[config.mk]
export PLATFORM = sky130hd
export DESIGN_NAME = conv3x3_kernel
export DESIGN_NICKNAME = d
export VERILOG_FILES = /design/src/rtl/conv3x3_kernel.sv
export SDC_FILE = /design/constraint.sdc
export NUM_CORES = 2
export LEC_CHECK = 0
export BUFFER_PORTS_ARGS = -buffer_cell sky130_fd_sc_hd__buf_2
export CAP_MARGIN = 5
export CORE_ASPECT_RATIO = 1.1
export CORE_MARGIN = 1.5
export CORE_UTILIZATION = 59
export DETAILED_ROUTE_END_ITERATION = 10
export GPL_ROUTABILITY_DRIVEN = 1
export PLACE_DENSITY = 0.79
export SLEW_MARGIN = 5
export SYNTH_ARGS = -nofsm -noshare
export SYNTH_HDL_FRONTEND = slang
export SYNTH_SLANG_ARGS = --single-unit
[constraint.sdc]
create_clock -name i_clk -period 4.3 [get_ports i_clk]
set_clock_uncertainty 0.2 [all_clocks]
set_input_delay 0 -clock i_clk [delete_from_list [all_inputs] [get_ports i_clk]]
set_output_delay 0 -clock i_clk [all_outputs]
set_load 0.05 [all_outputs]
[src/rtl/conv3x3_kernel.sv]
`default_nettype none
// ============================================================================
// conv3x3_kernel: 3-stage pipelined 3x3 convolution with programmable
// signed coefficients, fixed normalising shift and 8-bit saturation.
// Revision: 1.0
// ============================================================================
module conv3x3_kernel #(
  parameter int NORM_SHIFT  = 4,
  parameter int PIPE_STAGES = 3
) (
  input  logic        i_clk,
  input  logic        i_reset,
  input  logic        i_valid,
  input  logic [71:0] i_data,
  output logic        o_ready,
  input  logic        i_coef_wr,
  input  logic [3:0]  i_coef_addr,
  input  logic [7:0]  i_coef_data,
  output logic        o_valid,
  output logic [7:0]  o_data,
  input  logic        i_ready
);

  if (PIPE_STAGES != 3) begin : g_pipe_stages_check
    $error("conv3x3_kernel: PIPE_STAGES must be 3");
  end

  logic signed [7:0]  coef_q [9];
  logic signed [7:0]  coef_d [9];
  logic signed [16:0] prod_q [9];
  logic signed [16:0] prod_d [9];
  logic signed [18:0] row_q  [3];
  logic signed [18:0] row_d  [3];
  logic               v1_q, v1_d;
  logic               v2_q, v2_d;
  logic [7:0]         o_data_q, o_data_d;
  logic               o_valid_q, o_valid_d;
  logic               en;
  logic signed [20:0] total;
  logic signed [20:0] shifted;

  assign en      = !o_valid_q || i_ready;
  assign o_ready = en;
  assign o_valid = o_valid_q;
  assign o_data  = o_data_q;

  // Addresses 9..15 never match an index, so they are dropped silently.
  always_comb begin
    for (int i = 0; i < 9; i++) begin
      coef_d[i] = coef_q[i];
      if (i_coef_wr && (i_coef_addr == 4'(i))) begin
        coef_d[i] = i_coef_data;
      end
    end
  end

  always_comb begin
    v1_d = v1_q;
    for (int k = 0; k < 9; k++) begin
      prod_d[k] = prod_q[k];
    end
    if (en) begin
      v1_d = i_valid;
      for (int k = 0; k < 9; k++) begin
        prod_d[k] = $signed({9'b0, i_data[k*8 +: 8]}) *
                    $signed({{9{coef_q[k][7]}}, coef_q[k]});
      end
    end
  end

  always_comb begin
    v2_d = v2_q;
    for (int r = 0; r < 3; r++) begin
      row_d[r] = row_q[r];
    end
    if (en) begin
      v2_d = v1_q;
      for (int r = 0; r < 3; r++) begin
        row_d[r] = {{2{prod_q[r*3][16]}},   prod_q[r*3]}
                 + {{2{prod_q[r*3+1][16]}}, prod_q[r*3+1]}
                 + {{2{prod_q[r*3+2][16]}}, prod_q[r*3+2]};
      end
    end
  end

  // Arithmetic shift floors toward minus infinity before clamping.
  always_comb begin
    total   = {{2{row_q[0][18]}}, row_q[0]}
            + {{2{row_q[1][18]}}, row_q[1]}
            + {{2{row_q[2][18]}}, row_q[2]};
    shifted = total >>> NORM_SHIFT;
    o_valid_d = o_valid_q;
    o_data_d  = o_data_q;
    if (en) begin
      o_valid_d = v2_q;
      if (v2_q) begin
        if (shifted[20]) begin
          o_data_d = 8'h00;
        end else if (shifted > 21'sd255) begin
          o_data_d = 8'hFF;
        end else begin
          o_data_d = shifted[7:0];
        end
      end
    end
  end

  always_ff @(posedge i_clk) begin
    if (i_reset) begin
      for (int i = 0; i < 9; i++) begin
        coef_q[i] <= (i == 4) ? 8'sd16 : 8'sd0;
        prod_q[i] <= '0;
      end
      for (int r = 0; r < 3; r++) begin
        row_q[r] <= '0;
      end
      v1_q      <= 1'b0;
      v2_q      <= 1'b0;
      o_valid_q <= 1'b0;
      o_data_q  <= 8'h00;
    end else begin
      for (int i = 0; i < 9; i++) begin
        coef_q[i] <= coef_d[i];
        prod_q[i] <= prod_d[i];
      end
      for (int r = 0; r < 3; r++) begin
        row_q[r] <= row_d[r];
      end
      v1_q      <= v1_d;
      v2_q      <= v2_d;
      o_valid_q <= o_valid_d;
      o_data_q  <= o_data_d;
    end
  end

endmodule
`default_nettype wire

==> flow_metrics.py <==
metrics = {
    "outcome": {
        "status": "finished with violations",
        "failed_checks": "setup timing",
    },
    "floorplan": {
        "initial_core_util_pct": 59.6,
        "die-area_um2": 59300,
        "coreArea_um2": 57200,
        "io_pins": 99,
        "die_w_um": 232,
        "die_h_um": 255,
        "num_rows": 92,
    },
    "synthesis": {
        "synthArstFlopShare_pct": 0,
        "synthTopCellsByCount": "nand2_1, inv_1, ha_1",
        "synth_area_leaders": "fa_1, dfxtp_1, ha_1",
        "synth_area_um2": 34100,
        "netlist.area_leader.share_pct": 23.8,
        "ys_seq_area_share_pct": 17.2,
        "synth_fp_nets": 4938,
        "synth-seq-cells": 293,
        "yosys_warnings": 0,
        "ys_types": 71,
        "yosysMostFrequentCell": "nand2_1",
        "synthFlopType": "dfxtp_1",
        "syn_area_per_cell_um2": 8.56,
        "synth-edff-count": 0,
        "syn_inst": 3987,
        "synth.largest_area_cell": "fa_1",
    },
    "grt": {
        "grt_max_degree": 212,
        "grtUsageTotal_pct": 31.0,
        "first_global_vias": 30000,
        "grt_pass1_wl_um": 146000,
        "antenna_found_initial": 2,
        "grt_overflow_total": 0,
    },
    "critical_path": {
        "worstSetupPathType": "reg2reg",
        "crit_family": "adder cells",
        "crit_path_start_kind": "register",
        "crit_fanout": 5,
        "crit_slowest_cell": "fa_1",
        "timing.critical_path.buf_inv": 4,
        "required_ns": 4.51,
        "cp.arrival_ns": 4.77,
        "path_cells": "buf_6 -> nand2_2 -> fa_1 -> inv_2 -> fa_1 -> inv_2 -> fa_2 -> fa_1 -> inv_2 -> ha_4 -> a21boi_4 -> o41a_1 -> a41o_1 -> o41a_1 -> xnor2_1 -> a211oi_2",
        "cpPeakStageDelay_ns": 0.56,
        "worstSetupEndpointType": "register",
    },
    "routing": {
        "drcViolationCount": 0,
        "drtPass1Iterations": 6,
        "wl_per_cell_um": 18.4,
        "ant_nets": 0,
        "avgViaCountPerCell": 5.66,
        "drt_wl_total_um": 94600,
        "drt_iter0_drc": 1675,
        "via_count": 29200,
    },
    "placement": {
        "hpwlAfterDp_um": 67000,
        "dp_slack_ns": -0.428,
        "portBuffers": 98,
        "place.gp.congestion": 0.919,
    },
    "sta": {
        "fin_setup_tns_ns": -2.97,
        "setup_viol": 41,
        "period_share_pct": 106,
        "slew_headroom_pct": 26.4,
        "rsz0062_at_grt": "true",
        "fin_ws_ns": -0.254,
        "period_needed_ns": 4.55,
        "slew_violations": 0,
        "hold_violations": 0,
        "timing.fmax_mhz": 220,
        "tightest_slew_ns": 1.10,
    },
    "pwr": {
        "p_leak_uw": 0.0202,
        "power_density_nw_per_um2": 176,
        "peakVddDrop_mv": 0.245,
    },
    "cts": {
        "cts_made_buffers": 36,
        "clk_latency_ns": 0.57,
        "cts_tree": "yes",
        "clk_pin_slew_ns": 0.07,
        "clockBufferDepth": 3,
        "clockRootBuffer": "clkbuf_16",
        "cts-htree-levels": 2,
        "numClockSinks": 293,
    },
    "flow_run": {
        "drv_cap": 0,
    },
    "final_layout": {
        "fin_nets": 5318,
        "drive_above_1_share_pct": 23.9,
        "post-route-util_pct": 73.4,
        "syn2layout_area_growth_pct": 23.0,
    },
    "worst_hold_path": {
        "min_path_type": "in2reg",
    },
}
[what timing repair did]
item / CTS / global route
endpoints found under the hold margin: 144 / 0
pin swaps: 205 / 206
setup buffers: 51 / 40
hold buffers: 31 / 0
gates resized for setup: 348 / 293
endpoints found under the setup margin: 60 / 71
[final cells by class]
| type | instances | area [um2] |
|---|---|---|
| diodes | 1 | 2.50 |
| clock buffers | 46 | 1020 |
| clock inverters | 19 | 221 |
| fillers | 3781 | 15200 |
| inverters | 586 | 2210 |
| multi-input cells | 2969 | 27800 |
| flip-flops and latches | 293 | 6070 |
| well taps | 752 | 941 |
| repair buffers | 481 | 3700 |
[path summary, 6_finish.rpt]
kind,startpoint,to,slack [ns],depth (start not counted)
worst max-delay path,coef_q[0][52]$_SDFFE_PP0P_,prod_q[0][118]$_SDFFE_PP0N_,-0.25,16
worst min-delay path,i_ready,prod_q[0][38]$_SDFFE_PP0N_,0.02,5
worst max register to register,coef_q[0][52]$_SDFFE_PP0P_,prod_q[0][118]$_SDFFE_PP0N_,-0.25,16
worst min register to register,row_q[0][39]$_SDFFE_PP0N_,row_q[0][39]$_SDFFE_PP0N_,0.25,2
[flip-flops by register name, indices dropped and copies added (netlist names)]
signal and count:
coef_q 72, o_data 8, o_valid 1, prod_q 153
row_q 57, v1_q 1, v2_q 1
[per-layer routing]
layer  up-vias  share of wire, %  global-route usage [%]  routed length (um)
li1      13600                 -                       -                   -
met1     14400                37                    35.2               35200
met2       854                51                    54.9               48600
met3       293               4.9                    4.43                4660
met4         4               6.4                    19.0                6040
met5         -             0.030                       0                  28
[worst min-delay path, delay by kind of cell]
family	cells	cell delay, ns
AO/OA/AOI/OAI	1	0.05
buffers and inverters	2	0.41
AND/OR/NAND/NOR	2	0.24
[kinds of logic (layout without fill, tap and decap cells)]
| kind of cell | Yosys count | in the layout | share of synthesized area, % |
|---|---|---|---|
| XOR/XNOR | 125 | 125 | 3.21 |
| flip-flops | 293 | 293 | 17.2 |
| AND/OR/NAND/NOR | 1395 | 1395 | 19.2 |
| AO/OA/AOI/OAI | 518 | 518 | 9.86 |
| adder cells (fa/ha/maj) | 862 | 862 | 40.5 |
| buffers and inverters | 725 | 1132 | 7.98 |
| multiplexers | 69 | 69 | 2.04 |
| other | 0 | 1 | 0 |
[report_power, final]
| part | internal (uW) | leakage [uW] | switching (uW) | total, uW |
|---|---|---|---|---|
| clock | 1890 | 0.000608 | 1340 | 3220 |
| combinational | 537 | 0.0172 | 783 | 1320 |
| sequential | 2760 | 0.00242 | 81.4 | 2840 |
| total | 5190 | 0.0202 | 2200 | 7390 |
[through the flow]
| step | cells | total power [uW] | area, um2 | hold WS (ns) |
|---|---|---|---|---|
| floorplan | 3987 | 3610 | 34600 | -0.0595 |
| global placement | 4970 | 4030 | 37500 | 0.0973 |
| detailed placement | 4970 | 4070 | 37500 | 0.0988 |
| CTS | 5115 | 7330 | 40600 | 0.0121 |
| global route | 5146 | 7650 | 42000 | 0.0855 |
| finish | 5147 | 7390 | 42000 | 0.0162 |
[placed cells by master, fill, tap and decap left out, types with 39 or more instances in the layout]
master,n
a21oi_1,197
and2_1,213
buf_2,97
buf_4,292
buf_6,58
dfxtp_1,224
dfxtp_4,47
fa_1,374
ha_1,380
ha_4,60
inv_1,495
inv_2,88
mux2i_1,68
nand2_1,552
nand2_2,39
nand2b_1,50
nand3_1,58
nor2_1,229
nor3_1,48
o21ai_0,41
xnor2_1,76
xor2_1,42
Note: power is estimated with default switching activity, not from simulation.
